$ cat src/rtl/esm_pkg.sv
// Shared definitions for the ESM front end: the opcodes it understands, the
// issue-queue entry layout and the all-zero bubble.
package esm_pkg;

    localparam logic [6:0] OP_R      = 7'b0110011;
    localparam logic [6:0] OP_I      = 7'b0010011;
    localparam logic [6:0] OP_LOAD   = 7'b0000011;
    localparam logic [6:0] OP_STORE  = 7'b0100011;
    localparam logic [6:0] OP_CSTORE = 7'b1010011;

    typedef struct packed {
        logic [31:0] instr;
        logic        alusrc;
        logic        regwrite;
    } iq_entry_t;

    localparam iq_entry_t BUBBLE = '{instr: 32'h0000_0000, alusrc: 1'b0, regwrite: 1'b0};

    // Builds a queue entry from a word and its decoded control bits.
    function automatic iq_entry_t make_entry(input logic [31:0] instr,
                                             input logic        alusrc,
                                             input logic        regwrite);
        iq_entry_t e;
        e.instr    = instr;
        e.alusrc   = alusrc;
        e.regwrite = regwrite;
        return e;
    endfunction

endpackage

$ cat src/rtl/instr_ctrl_decode.sv
// Combinational opcode decoder: classifies an RV32 word as legal and derives
// ALUSrc / RegWrite. Shared by other front-end blocks.
module instr_ctrl_decode
    import esm_pkg::*;
(
    input  logic [31:0] instr,
    output logic        legal,
    output logic        alusrc,
    output logic        regwrite
);

    // Opcode lookup; anything unlisted is illegal and carries no control bits.
    always_comb begin
        legal    = 1'b0;
        alusrc   = 1'b0;
        regwrite = 1'b0;
        case (instr[6:0])
            OP_R: begin
                legal    = 1'b1;
                alusrc   = 1'b0;
                regwrite = 1'b1;
            end
            OP_I: begin
                legal    = 1'b1;
                alusrc   = 1'b1;
                regwrite = 1'b1;
            end
            OP_LOAD: begin
                legal    = 1'b1;
                alusrc   = 1'b1;
                regwrite = 1'b1;
            end
            OP_STORE: begin
                legal    = 1'b1;
                alusrc   = 1'b1;
                regwrite = 1'b0;
            end
            OP_CSTORE: begin
                legal    = 1'b1;
                alusrc   = 1'b0;
                regwrite = 1'b0;
            end
            default: begin
                legal    = 1'b0;
                alusrc   = 1'b0;
                regwrite = 1'b0;
            end
        endcase
    end

endmodule

$ cat src/rtl/instr_issue_queue.sv
// Instruction issue queue feeding ESM: decodes at push, issues one entry per
// cycle or a zero bubble. Optional sticky illegal-opcode trap: ILLEGAL_TRAP_EN.
module instr_issue_queue
    import esm_pkg::*;
#(
    parameter int DEPTH = 8,
    parameter int AW    = $clog2(DEPTH)
) (
    input  logic        clk,
    input  logic        rst,
    input  logic        in_valid,
    input  logic [31:0] in_instr,
    output logic        in_ready,
    input  logic        issue_en,
    input  logic        flush,
    output logic [31:0] Instr_out,
    output logic        ALUSrc,
    output logic        RegWrite,
    output logic [AW:0] count,
    output logic        illegal
);

    localparam logic [AW:0] FULL_CNT = (AW+1)'(DEPTH);

    iq_entry_t     mem_r [DEPTH];
    iq_entry_t     out_r;
    logic [AW-1:0] wptr_r;
    logic [AW-1:0] rptr_r;
    logic [AW:0]   count_r;
    logic [AW:0]   count_nxt_s;
    logic          in_ready_r;
    logic          legal_s;
    logic          dec_alusrc_s;
    logic          dec_regwrite_s;
    logic          empty_s;
    logic          push_s;
    logic          pop_s;

    instr_ctrl_decode u_decode (
        .instr    (in_instr),
        .legal    (legal_s),
        .alusrc   (dec_alusrc_s),
        .regwrite (dec_regwrite_s)
    );

    // A full queue refuses pushes even when a pop frees a slot in the same cycle.
    assign empty_s = (count_r == {(AW+1){1'b0}});
    assign push_s  = in_valid & in_ready_r & legal_s & ~flush;
    assign pop_s   = issue_en & ~empty_s & ~flush;

    // Next occupancy, also used to precompute the registered in_ready.
    always_comb begin
        count_nxt_s = count_r;
        if (flush) begin
            count_nxt_s = {(AW+1){1'b0}};
        end else begin
            case ({push_s, pop_s})
                2'b10:   count_nxt_s = count_r + (AW+1)'(1);
                2'b01:   count_nxt_s = count_r - (AW+1)'(1);
                default: count_nxt_s = count_r;
            endcase
        end
    end

    // Pointers, occupancy and the registered ready flag.
    always_ff @(posedge clk or negedge rst) begin
        if (!rst) begin
            wptr_r     <= {AW{1'b0}};
            rptr_r     <= {AW{1'b0}};
            count_r    <= {(AW+1){1'b0}};
            in_ready_r <= 1'b1;
        end else if (flush) begin
            wptr_r     <= {AW{1'b0}};
            rptr_r     <= {AW{1'b0}};
            count_r    <= {(AW+1){1'b0}};
            in_ready_r <= 1'b1;
        end else begin
            if (push_s) begin
                wptr_r <= wptr_r + AW'(1);
            end else begin
                wptr_r <= wptr_r;
            end
            if (pop_s) begin
                rptr_r <= rptr_r + AW'(1);
            end else begin
                rptr_r <= rptr_r;
            end
            count_r    <= count_nxt_s;
            in_ready_r <= (count_nxt_s != FULL_CNT);
        end
    end

    // Entry storage; contents are only meaningful between rptr and wptr.
    always_ff @(posedge clk) begin
        if (push_s) begin
            mem_r[wptr_r] <= make_entry(in_instr, dec_alusrc_s, dec_regwrite_s);
        end
    end

    // Issue register: head entry on a pop, otherwise a bubble.
    always_ff @(posedge clk or negedge rst) begin
        if (!rst) begin
            out_r <= BUBBLE;
        end else if (pop_s) begin
            out_r <= mem_r[rptr_r];
        end else begin
            out_r <= BUBBLE;
        end
    end

    assign Instr_out = out_r.instr;
    assign ALUSrc    = out_r.alusrc;
    assign RegWrite  = out_r.regwrite;
    assign count     = count_r;
    assign in_ready  = in_ready_r;

`ifdef ILLEGAL_TRAP_EN
    logic       illegal_r;
    logic [7:0] illegal_cnt;
    logic       drop_s;

    assign drop_s = in_valid & ~legal_s;

    // Sticky trap and saturating drop counter; only reset clears them, not flush.
    always_ff @(posedge clk or negedge rst) begin
        if (!rst) begin
            illegal_r   <= 1'b0;
            illegal_cnt <= 8'h00;
        end else if (drop_s) begin
            illegal_r <= 1'b1;
            if (illegal_cnt != 8'hFF) begin
                illegal_cnt <= illegal_cnt + 8'h01;
            end else begin
                illegal_cnt <= illegal_cnt;
            end
        end else begin
            illegal_r   <= illegal_r;
            illegal_cnt <= illegal_cnt;
        end
    end

    assign illegal = illegal_r;
`else
    assign illegal = 1'b0;
`endif

endmodule
$ cat config.mk
export PLATFORM = sky130hd
export DESIGN_NAME = instr_issue_queue
export DESIGN_NICKNAME = d
export VERILOG_FILES = /design/src/rtl/esm_pkg.sv /design/src/rtl/instr_ctrl_decode.sv /design/src/rtl/instr_issue_queue.sv
export SDC_FILE = /design/constraint.sdc
export NUM_CORES = 1
export LEC_CHECK = 0
export ABC_AREA = 1
export CORE_UTILIZATION = 40
export CTS_CLUSTER_DIAMETER = 40
export DETAILED_ROUTE_END_ITERATION = 8
export HOLD_SLACK_MARGIN = 0.15
export PLACE_DENSITY = 0.57
export SETUP_SLACK_MARGIN = 0.1
export SYNTH_ARGS = -nofsm -noshare
export SYNTH_HDL_FRONTEND = slang
export SYNTH_HIERARCHICAL = 1
export SYNTH_SLANG_ARGS = --single-unit
$ cat constraint.sdc
create_clock -name clk -period 9.47 [get_ports clk]
set_input_delay 1.4205 -clock clk [delete_from_list [all_inputs] [get_ports clk]]
set_output_delay 1.4205 -clock clk [all_outputs]
set_load 0.1 [all_outputs]
==> run summary <==
Post-route DRC -> 0
ant diodes -> 0
status -> complete, no violations
largest net degree at the start of global routing -> 94
buffer count from post-CTS setup fixing -> 0
syn avg cell area -> 12.4 um^2
CTS Buf Count -> 42
Final Skew -> 0.0132 ns
critical path capture point type -> register
worst slack, placed -> 4.62 ns
Layout Nets -> 1116
period utilization -> 0.457
GPL Wtd Cong -> 0.736
io pins -> 77
CP top delay family -> simple AND/OR/NAND/NOR gates
synthesized flop and latch total -> 317
die height -> 178 um
Post-CTS Hold Buffers -> 0
Synth top area share -> 0.662
initial antenna violation count -> 0
synth unique cells -> 22
Hold Vio Cnt, Final -> 0
CP dominant cell by count -> inv_1
port bufs -> 75
dominant cell by count in the synthesized netlist -> edfxtp_1
DRT Pass-1 Iters -> 5
number of global-route vias before repair -> 7538
register area -> 9300 um^2
VDD IR max -> 0.000111 V
hpwl dp -> 14.0 mm
Final WS setup -> 5.15 ns
Seq/Total Area, Yosys -> 0.753
Total Routing Usage GR -> 0.175
clock buffer depth -> 3
DR iter-0 viols -> 493
area leader, netlist -> edfxtp_1
clk_lat worst skew -> 0.53 ns
multi-input logic area -> 2690 um^2
crit-path max FO -> 35
PwrDens -> 231 nW/um^2
Core ar. -> 30000 um^2
layout overhead on the synthesized area -> 20.0%
antenna-violating nets left -> 0
Post-synth EDFFs -> 272
CTS tree -> done
Final setup viols -> 0
Tmin final -> 4.32 ns
CTS resizes -> 0
Crit Path Class -> input port to register
syn nets -> 1035
average wire per standard cell -> 17.8 um
synth cell count leaders -> 272 x edfxtp_1, 167 x nand2_1, 151 x nor2_1
die width -> 178 um
R2R setup slack -> 6.07 ns
Clock Sink Count -> 317
asr flop ratio synth -> 0.142
worst path buffer plus inverter count -> 4
Critical Path RT -> 9.91 ns
Root Buffer -> clkbuf_16
Total Power -> 3.43 mW
max-cap violations -> 0
clk slew on worst S/H paths -> 0.05 ns
Slew Limit Fails -> 0
Setup crit start kind -> input port
RSZ-0062 raised after global routing -> no
Hold Path Class -> register to register
Die Area -> 31600 um^2
worst path cell trace -> clkdlybuf4s50_1, inv_1, nand3_2, inv_1, ha_1, nand2_1, inv_1, nor2_1, ha_1, or2_2, nand3_1, nand2_1, a21oi_1, nand3_1
Routed Wire Length -> 26.7 mm
share of cells above drive strength 1 -> 0.0912
first-pass GRT wire length -> 42.0 mm
CTS H-tree lvls -> 2
CP max-delay cell -> nand3_2
Crit path arrival time -> 4.77 ns
Max stage delay on crit path -> 0.83 ns
worst-margin pin slew -> 1.07 ns
Rows -> 63
GRT overflow -> 0
Cell Area, Synth -> 12300 um^2
Starting Density -> 0.411
Syn Inst Count -> 993
Layout fillers -> 2620
synth warn -> 6
Synth Flop Type -> edfxtp_1
Rel. slew slack -> 0.287
Synth area leaders -> edfxtp_1 66%, dfrtp_1 8.9%, nand2_1 5.1%
Vias -> 7592
final setup TNS -> 0 ns
via/cell ratio -> 5.07
fmax -> 231 MHz
P_leak -> 5.37 nW
per-layer routing:
metal	share of wire	up-vias	track usage
met4	0.018	0	0.0502
met2	0.48	181	0.289
met3	0.051	48	0.0315
met1	0.46	3706	0.236
li1	-	3657	-
met5	0	-	0
path summary, 6_finish.rpt:
check,startpoint,end,cells past startpoint
worst max-delay path,flush,in_ready,14
worst min-delay path,wptr_r[2],wptr_r[2],1
worst min register to register,wptr_r[2],wptr_r[2],1
worst max register to register,count[2],in_ready,14
min in group asynchronous,rst,RegWrite,2
max in group asynchronous,rst,rptr_r[0],2
power breakdown:
group | switching, mW | total [mW] | internal [mW]
Combinational | 0.266 | 0.361 | 0.0954
Clock | 0.600 | 1.51 | 0.913
Sequential | 0.0202 | 1.55 | 1.53
layout by cell type, fill, tap and decap left out, drive strengths merged, types with 3 or more instances in the layout:
cell	Yosys	routed
edfxtp	272	272
buf	39	18
clkdlybuf4s50	0	74
or2	3	3
nor3	36	36
o21ai	75	75
ha	5	5
clkbuf	16	49
a21oi	73	73
nand3	81	81
nor2	152	152
clkinv	1	16
inv	26	36
bufinv	0	3
nand2	167	167
dfrtp	44	44
layout make-up:
cell class | instances | area share
well taps | 390 | 0.0330
multi-input cells | 594 | 0.181
clock buffers | 49 | 0.0728
flip-flops and latches | 317 | 0.628
clock inverters | 29 | 0.0186
inverters | 27 | 0.00718
repair buffers | 92 | 0.0590
metrics by stage:
stage,hold WS [ns],util,instances,cell area [um^2]
after floorplan,0.455,-,993,12300
after global placement,0.502,0.448,1420,13500
after detailed placement,0.495,0.448,1420,13500
after CTS,0.511,0.493,1498,14800
after global routing,0.556,0.493,1498,14800
final,0.512,0.493,1498,14800
cell families after synthesis:
family | share of synthesized area
AO/OA/AOI/OAI | 0.0600
buffers and inverters | 0.0338
AND/OR/NAND/NOR | 0.147
other | 0.000304
XOR/XNOR | 0.000710
adder cells (fa/ha/maj) | 0.00507
flip-flops | 0.753
state kept, by name, indices dropped and copies added (netlist names):
signal and cells:
mem_r 272, rptr_r 3, in_ready 1, Instr_out 32, ALUSrc 1, RegWrite 1
wptr_r 3, count 4
(Power assumes the default switching activity.)
